===== config.mk =====
export PLATFORM = sky130hd
export DESIGN_NAME = instruction_decode_flat
export DESIGN_NICKNAME = d
export VERILOG_FILES = /design/src/rtl/instruction_decode_if.sv /design/src/rtl/instruction_decode.sv /design/src/flat_wrapper.sv
export SDC_FILE = /design/constraint.sdc
export NUM_CORES = 2
export LEC_CHECK = 0
export CAP_MARGIN = 20
export CORE_ASPECT_RATIO = 2
export CORE_MARGIN = 2
export CORE_UTILIZATION = 45
export CTS_CLUSTER_DIAMETER = 200
export DETAILED_ROUTE_END_ITERATION = 10
export HOLD_SLACK_MARGIN = 0.08
export PLACE_DENSITY = 0.7
export SLEW_MARGIN = 10
export SYNTH_ARGS = -nofsm -noshare
export SYNTH_HDL_FRONTEND = slang
export SYNTH_SLANG_ARGS = --single-unit
export TNS_END_PERCENT = 5

===== constraint.sdc =====
create_clock -name clock -period 5.1 [get_ports clock]
set_input_delay 1.02 -clock clock [delete_from_list [all_inputs] [get_ports clock]]
set_output_delay 1.02 -clock clock [all_outputs]
set_load 0.1 [all_outputs]

===== src/rtl/instruction_decode_if.sv =====
// IF/ID, write-back and ID/EX signal bundle for the RV32I decode stage.
interface instruction_decode_if #(parameter int XLEN = 32);
  logic [31:0]     if_id_instruction;
  logic [XLEN-1:0] if_id_npc;
  logic            flush;
  logic            wb_reg_write;
  logic [4:0]      wb_rd;
  logic [XLEN-1:0] wb_data;
  logic            stall;
  logic [XLEN-1:0] id_ex_npc;
  logic [XLEN-1:0] id_ex_rs1_data;
  logic [XLEN-1:0] id_ex_rs2_data;
  logic [XLEN-1:0] id_ex_imm;
  logic [4:0]      id_ex_rs1;
  logic [4:0]      id_ex_rs2;
  logic [4:0]      id_ex_rd;
  logic [3:0]      id_ex_funct;
  logic            id_ex_reg_write;
  logic            id_ex_mem_read;
  logic            id_ex_mem_write;
  logic            id_ex_mem_to_reg;
  logic            id_ex_branch;
  logic            id_ex_alu_src;
  logic [1:0]      id_ex_alu_op;

  modport master (
    output if_id_instruction, if_id_npc, flush, wb_reg_write, wb_rd, wb_data,
    input  stall, id_ex_npc, id_ex_rs1_data, id_ex_rs2_data, id_ex_imm,
           id_ex_rs1, id_ex_rs2, id_ex_rd, id_ex_funct, id_ex_reg_write,
           id_ex_mem_read, id_ex_mem_write, id_ex_mem_to_reg, id_ex_branch,
           id_ex_alu_src, id_ex_alu_op
  );

  modport slave (
    input  if_id_instruction, if_id_npc, flush, wb_reg_write, wb_rd, wb_data,
    output stall, id_ex_npc, id_ex_rs1_data, id_ex_rs2_data, id_ex_imm,
           id_ex_rs1, id_ex_rs2, id_ex_rd, id_ex_funct, id_ex_reg_write,
           id_ex_mem_read, id_ex_mem_write, id_ex_mem_to_reg, id_ex_branch,
           id_ex_alu_src, id_ex_alu_op
  );
endinterface


===== src/rtl/instruction_decode.sv =====
// RV32I ID stage: register file, immediate/control decode, load-use stall, ID/EX register.
// Optional macro REGFILE_BYPASS_EN: same-cycle write-back data is forwarded to register reads.
module instruction_decode #(
  parameter int XLEN = 32,
  parameter int NREG = 32
) (
  input logic                clock,
  input logic                reset,
  instruction_decode_if.slave bus
);

  localparam logic [6:0] OP_R      = 7'b0110011;
  localparam logic [6:0] OP_IALU   = 7'b0010011;
  localparam logic [6:0] OP_LOAD   = 7'b0000011;
  localparam logic [6:0] OP_STORE  = 7'b0100011;
  localparam logic [6:0] OP_BRANCH = 7'b1100011;

  typedef struct packed {
    logic       reg_write;
    logic       mem_read;
    logic       mem_write;
    logic       mem_to_reg;
    logic       branch;
    logic       alu_src;
    logic [1:0] alu_op;
  } ctrl_t;

  typedef struct packed {
    logic [XLEN-1:0] npc;
    logic [XLEN-1:0] rs1_data;
    logic [XLEN-1:0] rs2_data;
    logic [XLEN-1:0] imm;
    logic [4:0]      rs1;
    logic [4:0]      rs2;
    logic [4:0]      rd;
    logic [3:0]      funct;
    ctrl_t           ctrl;
  } id_ex_t;

  logic [XLEN-1:0] regs_q [NREG];
  id_ex_t          id_ex_q;
  id_ex_t          id_ex_d;

  logic [31:0]     instr_s;
  logic [6:0]      opcode_s;
  logic [4:0]      rs1_idx_s;
  logic [4:0]      rs2_idx_s;
  ctrl_t           ctrl_s;
  logic [XLEN-1:0] imm_s;
  logic            rs2_used_s;
  logic [XLEN-1:0] rs1_val_s;
  logic [XLEN-1:0] rs2_val_s;
  logic            stall_s;

  assign instr_s   = bus.if_id_instruction;
  assign opcode_s  = instr_s[6:0];
  assign rs1_idx_s = instr_s[19:15];
  assign rs2_idx_s = instr_s[24:20];

  // Opcode decode: control bundle, immediate format and whether rs2 is a real source.
  always_comb begin
    ctrl_s     = '0;
    imm_s      = '0;
    rs2_used_s = 1'b0;
    case (opcode_s)
      OP_R: begin
        ctrl_s     = {1'b1, 1'b0, 1'b0, 1'b0, 1'b0, 1'b0, 2'b10};
        rs2_used_s = 1'b1;
      end
      OP_IALU: begin
        ctrl_s = {1'b1, 1'b0, 1'b0, 1'b0, 1'b0, 1'b1, 2'b10};
        imm_s  = {{(XLEN-12){instr_s[31]}}, instr_s[31:20]};
      end
      OP_LOAD: begin
        ctrl_s = {1'b1, 1'b1, 1'b0, 1'b1, 1'b0, 1'b1, 2'b00};
        imm_s  = {{(XLEN-12){instr_s[31]}}, instr_s[31:20]};
      end
      OP_STORE: begin
        ctrl_s     = {1'b0, 1'b0, 1'b1, 1'b0, 1'b0, 1'b1, 2'b00};
        imm_s      = {{(XLEN-12){instr_s[31]}}, instr_s[31:25], instr_s[11:7]};
        rs2_used_s = 1'b1;
      end
      OP_BRANCH: begin
        ctrl_s     = {1'b0, 1'b0, 1'b0, 1'b0, 1'b1, 1'b0, 2'b01};
        imm_s      = {{(XLEN-13){instr_s[31]}}, instr_s[31], instr_s[7],
                      instr_s[30:25], instr_s[11:8], 1'b0};
        rs2_used_s = 1'b1;
      end
      default: begin
        ctrl_s     = '0;
        imm_s      = '0;
        rs2_used_s = 1'b0;
      end
    endcase
  end

  // Register file read ports; x0 is forced to zero rather than relying on stored contents.
  always_comb begin
    if (rs1_idx_s == 5'd0) begin
      rs1_val_s = '0;
    end
`ifdef REGFILE_BYPASS_EN
    else if (bus.wb_reg_write && (bus.wb_rd == rs1_idx_s)) begin
      rs1_val_s = bus.wb_data;
    end
`endif
    else begin
      rs1_val_s = regs_q[rs1_idx_s];
    end
    if (rs2_idx_s == 5'd0) begin
      rs2_val_s = '0;
    end
`ifdef REGFILE_BYPASS_EN
    else if (bus.wb_reg_write && (bus.wb_rd == rs2_idx_s)) begin
      rs2_val_s = bus.wb_data;
    end
`endif
    else begin
      rs2_val_s = regs_q[rs2_idx_s];
    end
  end

  // Load-use hazard against the load now in EX; a flush squashes the consumer so no hold is needed.
  always_comb begin
    stall_s = id_ex_q.ctrl.mem_read && (id_ex_q.rd != 5'd0) &&
              ((id_ex_q.rd == rs1_idx_s) || (rs2_used_s && (id_ex_q.rd == rs2_idx_s))) &&
              !bus.flush;
  end

  // Next ID/EX contents: bubble on flush or stall, decoded instruction otherwise.
  always_comb begin
    id_ex_d = '0;
    if (bus.flush || stall_s) begin
      id_ex_d = '0;
    end else begin
      id_ex_d.npc      = bus.if_id_npc;
      id_ex_d.rs1_data = rs1_val_s;
      id_ex_d.rs2_data = rs2_val_s;
      id_ex_d.imm      = imm_s;
      id_ex_d.rs1      = rs1_idx_s;
      id_ex_d.rs2      = rs2_idx_s;
      id_ex_d.rd       = instr_s[11:7];
      id_ex_d.funct    = {instr_s[30], instr_s[14:12]};
      id_ex_d.ctrl     = ctrl_s;
    end
  end

  // Register file write from WB; x0 is never written.
  always_ff @(posedge clock or negedge reset) begin
    if (!reset) begin
      for (int i = 0; i < NREG; i++) begin
        regs_q[i] <= '0;
      end
    end else if (bus.wb_reg_write && (bus.wb_rd != 5'd0)) begin
      regs_q[bus.wb_rd] <= bus.wb_data;
    end
  end

  // ID/EX pipeline register.
  always_ff @(posedge clock or negedge reset) begin
    if (!reset) begin
      id_ex_q <= '0;
    end else begin
      id_ex_q <= id_ex_d;
    end
  end

  assign bus.stall            = stall_s;
  assign bus.id_ex_npc        = id_ex_q.npc;
  assign bus.id_ex_rs1_data   = id_ex_q.rs1_data;
  assign bus.id_ex_rs2_data   = id_ex_q.rs2_data;
  assign bus.id_ex_imm        = id_ex_q.imm;
  assign bus.id_ex_rs1        = id_ex_q.rs1;
  assign bus.id_ex_rs2        = id_ex_q.rs2;
  assign bus.id_ex_rd         = id_ex_q.rd;
  assign bus.id_ex_funct      = id_ex_q.funct;
  assign bus.id_ex_reg_write  = id_ex_q.ctrl.reg_write;
  assign bus.id_ex_mem_read   = id_ex_q.ctrl.mem_read;
  assign bus.id_ex_mem_write  = id_ex_q.ctrl.mem_write;
  assign bus.id_ex_mem_to_reg = id_ex_q.ctrl.mem_to_reg;
  assign bus.id_ex_branch     = id_ex_q.ctrl.branch;
  assign bus.id_ex_alu_src    = id_ex_q.ctrl.alu_src;
  assign bus.id_ex_alu_op     = id_ex_q.ctrl.alu_op;

endmodule


===== src/flat_wrapper.sv =====
// flat-port wrapper written by rule: the top's interface ports become plain ports
module instruction_decode_flat 
#(
  parameter int XLEN = 32,
  parameter int NREG = 32
)
  (clock, reset, bus_if_id_instruction, bus_if_id_npc, bus_flush, bus_wb_reg_write, bus_wb_rd, bus_wb_data, bus_stall, bus_id_ex_npc, bus_id_ex_rs1_data, bus_id_ex_rs2_data, bus_id_ex_imm, bus_id_ex_rs1, bus_id_ex_rs2, bus_id_ex_rd, bus_id_ex_funct, bus_id_ex_reg_write, bus_id_ex_mem_read, bus_id_ex_mem_write, bus_id_ex_mem_to_reg, bus_id_ex_branch, bus_id_ex_alu_src, bus_id_ex_alu_op);
  instruction_decode_if #(.XLEN(XLEN)) bus_i ();
  input logic clock;
  input logic reset;
  input wire logic [$bits(bus_i.if_id_instruction)-1:0] bus_if_id_instruction;
  input wire logic [$bits(bus_i.if_id_npc)-1:0] bus_if_id_npc;
  input wire logic [$bits(bus_i.flush)-1:0] bus_flush;
  input wire logic [$bits(bus_i.wb_reg_write)-1:0] bus_wb_reg_write;
  input wire logic [$bits(bus_i.wb_rd)-1:0] bus_wb_rd;
  input wire logic [$bits(bus_i.wb_data)-1:0] bus_wb_data;
  output wire logic [$bits(bus_i.stall)-1:0] bus_stall;
  output wire logic [$bits(bus_i.id_ex_npc)-1:0] bus_id_ex_npc;
  output wire logic [$bits(bus_i.id_ex_rs1_data)-1:0] bus_id_ex_rs1_data;
  output wire logic [$bits(bus_i.id_ex_rs2_data)-1:0] bus_id_ex_rs2_data;
  output wire logic [$bits(bus_i.id_ex_imm)-1:0] bus_id_ex_imm;
  output wire logic [$bits(bus_i.id_ex_rs1)-1:0] bus_id_ex_rs1;
  output wire logic [$bits(bus_i.id_ex_rs2)-1:0] bus_id_ex_rs2;
  output wire logic [$bits(bus_i.id_ex_rd)-1:0] bus_id_ex_rd;
  output wire logic [$bits(bus_i.id_ex_funct)-1:0] bus_id_ex_funct;
  output wire logic [$bits(bus_i.id_ex_reg_write)-1:0] bus_id_ex_reg_write;
  output wire logic [$bits(bus_i.id_ex_mem_read)-1:0] bus_id_ex_mem_read;
  output wire logic [$bits(bus_i.id_ex_mem_write)-1:0] bus_id_ex_mem_write;
  output wire logic [$bits(bus_i.id_ex_mem_to_reg)-1:0] bus_id_ex_mem_to_reg;
  output wire logic [$bits(bus_i.id_ex_branch)-1:0] bus_id_ex_branch;
  output wire logic [$bits(bus_i.id_ex_alu_src)-1:0] bus_id_ex_alu_src;
  output wire logic [$bits(bus_i.id_ex_alu_op)-1:0] bus_id_ex_alu_op;
  assign bus_i.if_id_instruction = bus_if_id_instruction;
  assign bus_i.if_id_npc = bus_if_id_npc;
  assign bus_i.flush = bus_flush;
  assign bus_i.wb_reg_write = bus_wb_reg_write;
  assign bus_i.wb_rd = bus_wb_rd;
  assign bus_i.wb_data = bus_wb_data;
  assign bus_stall = bus_i.stall;
  assign bus_id_ex_npc = bus_i.id_ex_npc;
  assign bus_id_ex_rs1_data = bus_i.id_ex_rs1_data;
  assign bus_id_ex_rs2_data = bus_i.id_ex_rs2_data;
  assign bus_id_ex_imm = bus_i.id_ex_imm;
  assign bus_id_ex_rs1 = bus_i.id_ex_rs1;
  assign bus_id_ex_rs2 = bus_i.id_ex_rs2;
  assign bus_id_ex_rd = bus_i.id_ex_rd;
  assign bus_id_ex_funct = bus_i.id_ex_funct;
  assign bus_id_ex_reg_write = bus_i.id_ex_reg_write;
  assign bus_id_ex_mem_read = bus_i.id_ex_mem_read;
  assign bus_id_ex_mem_write = bus_i.id_ex_mem_write;
  assign bus_id_ex_mem_to_reg = bus_i.id_ex_mem_to_reg;
  assign bus_id_ex_branch = bus_i.id_ex_branch;
  assign bus_id_ex_alu_src = bus_i.id_ex_alu_src;
  assign bus_id_ex_alu_op = bus_i.id_ex_alu_op;
  instruction_decode #(.XLEN(XLEN), .NREG(NREG)) u_core (.clock(clock), .reset(reset), .bus(bus_i));
endmodule

[After elaboration in Yosys (flattened, before gate mapping)]
Index checks and enable logic that the tools add are counted.
Cells by class
  add/sub/neg operators: 0
  $mul: 0
  divide/modulo/power cells: 0
  order comparisons: 4
  equal/unequal tests: 7
  shift operators: 0
  multiplexer cells: 15
  bitwise gates (word level): 3
  reduce and logical (&&, ||, !) cells: 15
Operators by type and width (number)
  $bwmux 1024: 1
  $bmux 32 s5: 2
  $mux 32: 7
  $demux 32 s5: 1
  $mux 155: 1
  $pmux 32 s3: 1
  $pmux 8 s5: 1
  $ge 6x6->1 const B: 3
  $not 5->6: 3
  $eq 7x6->1 const B: 2
  $eq 5x5->1: 2
  $logic_not 5->1: 2
  $reduce_bool 5->1: 2
  $eq 7x2->1 const B: 1
  $eq 7x5->1 const B: 1
  $eq 7x7->1 const B: 1
  $logic_and 1x1->1: 6
  $lt 6x1->1 const B: 1
  $reduce_or 3->1: 1
  $logic_or 1x1->1: 2
  $reduce_or 2->1: 1
  $logic_not 1->1: 1
  $mux 1: 1
Storage, ports and cells
  register bits: 1179
  latch bits: 0
  RAM bits: 0
  memory bits (read-only): 0
  input bits: 105
  memories kept: 0

[Logic depth before layout (Yosys ltp)]
  depth after elaboration: 9
  depth in mapped cells: 9

[Worst setup path after synthesis]
Ideal clock, no wire load.
  path kind: input-to-output
  start: in bus_if_id_instruction[21]
  end: out bus_stall
  arrival: 3.134 ns
  data required time: 4.080 ns
  path slack: 0.946 ns
  stages on the path: 6
  path buffers: 1
  cells stage by stage: clkbuf_1 -> xnor2_1 -> nand3_1 -> nor3_1 -> a31oi_1 -> nor2_1
On the way
  longest elaborated chain between the ends: 5
RTL lines
  from (decl): line flat_wrapper.sv:11  | input wire logic [$bits(bus_i.if_id_instruction)-1:0] bus_if_id_instruction;
  $eq 5x5->1: line instruction_decode.sv:126  | ((id_ex_q.rd == rs1_idx_s) || (rs2_used_s && (id_ex_q.rd == rs2_idx_s))) &&
  $logic_and 1x1->1: line instruction_decode.sv:126
  $logic_or 1x1->1: line instruction_decode.sv:126
  $logic_and 1x1->1: line instruction_decode.sv:125  | stall_s = id_ex_q.ctrl.mem_read && (id_ex_q.rd != 5'd0) &&
  $logic_and 1x1->1: line instruction_decode.sv:126
  to (decl): line flat_wrapper.sv:17  | output wire logic [$bits(bus_i.stall)-1:0] bus_stall;
No other way between the ends.

[Final worst setup path]
  start: in bus_if_id_instruction[1]
  end: out bus_stall
On the way
  longest elaborated chain between the ends: 7
  elaborated cells on any way between the ends: 9
  classes of those cells: eq/ne: 3; mux: 1; reduce/logical: 5
RTL lines
  $eq 7x6->1 or $eq 7x7->1 (tied branches): line instruction_decode.sv:65  | case (opcode_s)
  $reduce_or 3->1 (no source line) (*)
  $mux 1 (*): line instruction_decode.sv:65
  $logic_and 1x1->1 (*): line instruction_decode.sv:126
  $logic_or 1x1->1 (*): line instruction_decode.sv:126
  $logic_and 1x1->1 (*): line instruction_decode.sv:125
  $logic_and 1x1->1 (*): line instruction_decode.sv:126
Mark *: on every way between the ends. The rest lies on a longest branch, timed or not.

==> results.txt <==
The run finished with clean final reports. The share of cell area taken by muxes after synthesis came out at 0.372. The overall track demand over capacity in global routing is 0.284. The clock share of power is 0.318.

Counting flops with a built-in enable in the synthesized netlist gives 0. The count of input and output buffers is 260. The number of remaining DRC errors is 0.

The clock tree synthesis step divided the H-tree into 3 levels. The clock tree from TritonCTS is built. The critical path is of the in2out type.

For this run, the top clock speed supported by timing is 245 MHz. For this run, the leading register cell type out of synthesis is sky130_fd_sc_hd__dfrtp_1. At the end of the flow the core is filled with cells to 0.513. The post-synthesis instance total is between 4k and 5k. The via count of the first global-routing pass came to roughly 42k. Setup repair after global routing left no endpoint under its margin. sky130_fd_sc_hd__dfrtp_1 takes more of the synthesized area than any other cell. After synthesis, the largest family of logic cells by area is multiplexers. The final antenna-violating net count is 0. The transition at the pin with the smallest max-transition slack came out at between 1 and 1.5 ns.

The share of synthesized flip-flops with an asynchronous set or reset came out at 1.00. The share of post-route cells with drive strength above 1 came out at 0.362. The area share of fa/ha/maj cells after synthesis is 0. The net count of the finished layout is roughly 4.5k. The total count of hold-check failures in the final report came out at 0. The clock transition at the registers of the reported paths is 0.06 ns. The final-report max-slew violation count is 0. The global-route wire length before repair came out at roughly 280000 um. The height of the die came out at a little over 500 um. The average detailed-routed wire length per instance is 31.4 um. The total nets after synthesis is 4460.

The number of distinct library cell variants in the gate-level netlist after synthesis came out at between 40 and 50. The share of total power consumed by net switching is 0.292. The worst ir drop on vdd came out at ~0.27 mV. The initial detailed-routing violation count is ~3.9k.

The critical path startpoint category is a primary input. The fraction of power consumed by combinational cells is 0.209. The worst path arrival time is 3.05 ns.

The number of warning messages in the yosys log is 0. By area the synthesized netlist is led by sky130_fd_sc_hd__dfrtp_1 (49%), sky130_fd_sc_hd__mux2_2 (19%), sky130_fd_sc_hd__mux4_2 (9.7%), sky130_fd_sc_hd__mux2i_1 (8.6%), sky130_fd_sc_hd__a221oi_1 (3.8%). In the layout the commonest cells are sky130_fd_sc_hd__dfrtp_1 (1158), sky130_fd_sc_hd__mux2_2 (992), sky130_fd_sc_hd__mux2i_1 (512).

The core box area is 0.131 mm2. The analysis attributes to net switching a power of approximately 7400 uW. The summed negative setup slack over all endpoints came out at 0 ns. The total die area came out at between 0.1 and 0.15 mm2. The share of total power dissipated in sequential elements is 0.474.

The complex-gate fraction of the synthesized area came out at 0.0651. Max-cap violations in this run came to 0. The worst setup path is captured at an output pin. The sum of overflow across all layers after global routing came out at 0.

After legalization and detailed placement, the total HPWL measured between 100000 and 150000 um. Across all layers, the routed design uses 40.6k vias. The number of buffers inserted to repair setup after CTS came out at 0.

The internal power came out at 17900 uW. Relative to the synthesized area, the layout overhead comes to 13.2%. The max-slew headroom at the worst pin came out at 0.221. The largest net degree at the start of global routing is 125.

The TritonCTS buffer count came out at 100. The portion of the clock cycle consumed by the worst path in the final layout is 0.799. The leading cell type in the layout, fill and taps excluded is sky130_fd_sc_hd__dfrtp_1. In this run the power density over the cells is 376 mW/mm2. The insertion delay of the later-clocked pin in the worst-skew pair came out at approximately 0.74 ns.

The die span in x came out at 261 um. The cell area after synthesis is between 0.05 and 0.06 mm2. The required time of the critical path came out at between 4 and 5 ns. The final critical path time including I/O delays and setup came out at just over 4 ns. The number of antenna violations at the first check in global routing is 17. The mean area per synthesized cell came out at between 10 and 15 um2. The sequential-to-total area share from yosys stat came out at 0.488. The starting utilization of the core area came out at 0.453.

The worst hold path belongs to the class in2async. The root buffer cell chosen for the clock tree is sky130_fd_sc_hd__clkbuf_16. In this design, the stage delay of the slowest critical-path cell is around 0.63 ns.

Synthesis inferred 1158 register bits. The TritonCTS sink count came out at around 1.2k. For this run, the detailed router's first-pass iteration total came to 5. The final wirelength is 193000 um. Broken down by cell family, the worst path's largest delay share belongs to compound AO/OA/AOI/OAI gates. Traced cell by cell, the critical path runs through clkdlybuf4s50_1, nand4bb_1, a211oi_1, a31oi_1, nor2_1, buf_12. The number of failing setup endpoints in the final timing report came out at 0. The initialized floorplan defines between 150 and 200 standard-cell rows. The share of synthesized area in the top cell type comes to 0.488. The leakage dissipation is ~0.030 uW. The number of primary I/O pins came out at ~260. The slowest stage of the critical path belongs to the cell sky130_fd_sc_hd__a211oi_1. The worst-path maximum fanout is 4. The via density per instance is around 6.6.

The final RePlAce weighted congestion came out at around 0.85. The area fraction in and, or, nand and nor cells after synthesis is 0.0382. The total buffers and inverters traversed by the critical path is 2. The hold buffer count at cts came out at 0. The post-synthesis xor/xnor area fraction is 0.00148. The clock passes through at most 3 buffers.

Gates resized during post-CTS repair numbered 0. For the final database, setup skew stands at between 0.03 and 0.04 ns.
-- final timing paths --
path / startpoint / to / slack, ns / depth (start not counted)
min in group clock: u_core.regs_q[996] / u_core.regs_q[996] / 0.40 / 0
worst min register to register: u_core.regs_q[996] / u_core.regs_q[996] / 0.40 / 0
max in group asynchronous: reset / u_core.regs_q[287] / 3.45 / 2
worst min-delay path: reset / u_core.regs_q[391] / 0.29 / 1
worst max register to register: u_core.bus.id_ex_rd[0] / u_core.bus.id_ex_rs2_data[17] / 2.32 / 6
worst max-delay path: bus_if_id_instruction[1] / bus_stall / 1.03 / 6
-- synthesized netlist by cell type (all sizes together), types with 17 or more instances --
cell type     n
mux2i       512
and2         51
a21oi        64
nor2         94
nor3         69
buf         172
o21ai       129
and4b        64
nand3        67
mux4        256
nand2        17
a22oi        68
a221oi      256
dfrtp      1158
clkbuf      329
mux2        992
-- flip-flops by register name, summed over array words and instances, names as in the netlist, 4 cells and up --
name,count
u_core.bus.id_ex_rs1,5
u_core.bus.id_ex_rs1_data,32
u_core.bus.id_ex_rs2,5
u_core.bus.id_ex_funct,4
u_core.bus.id_ex_rd,5
u_core.bus.id_ex_imm,13
u_core.regs_q,1024
u_core.bus.id_ex_npc,32
u_core.bus.id_ex_rs2_data,32
-- area by class of cell --
cell class / count / area (um2)
Antenna cell: 5 / 12.5
Clock buffer: 144 / 2950
Clock inverter: 37 / 425
Fill cell: 11000 / 63800
Inverter: 4 / 17.5
Multi-Input combinational cell: 2692 / 28500
Sequential cell: 1158 / 29000
Tap cell: 1710 / 2140
Timing Repair Buffer: 390 / 4160
-- per-layer routing --
layer	part of all wire	routed length (um)	global-route usage
met2	0.49	95300	0.481
met1	0.36	70100	0.334
met3	0.077	14800	0.0542
met5	0.00040	78	0
met4	0.065	12500	0.165
-- cell families after synthesis --
family | after synthesis
buffers and inverters | 505
multiplexers | 1760
XOR/XNOR | 10
flip-flops | 1158
AND/OR/NAND/NOR | 390
AO/OA/AOI/OAI | 532
-- metrics by stage --
stage	hold slack (ns)	setup WS, ns	instances	area (um2)	power (uW)
2_1_floorplan	0.441	0.946	4355	59400	15700
3_3_place_gp	0.376	1.00	5948	63700	17100
3_5_place_dp	0.383	1.01	5948	63700	17300
4_1_cts	0.299	1.01	6129	67100	25300
5_1_grt	0.323	0.907	6138	67200	26300
6_report	0.286	1.03	6140	67200	25300
-- power by group through the flow --
stage                     logic [uW]  clock network [uW]  registers, uW
after floorplan                 3500                   0          12200
after global placement          5140                   0          11900
after detailed placement        5260                   0          12100
after CTS                       5270                8140          11900
after global routing            5630                8480          12100
final                           5280                8020          12000
No activity file was read; power rests on OpenSTA's default activity.
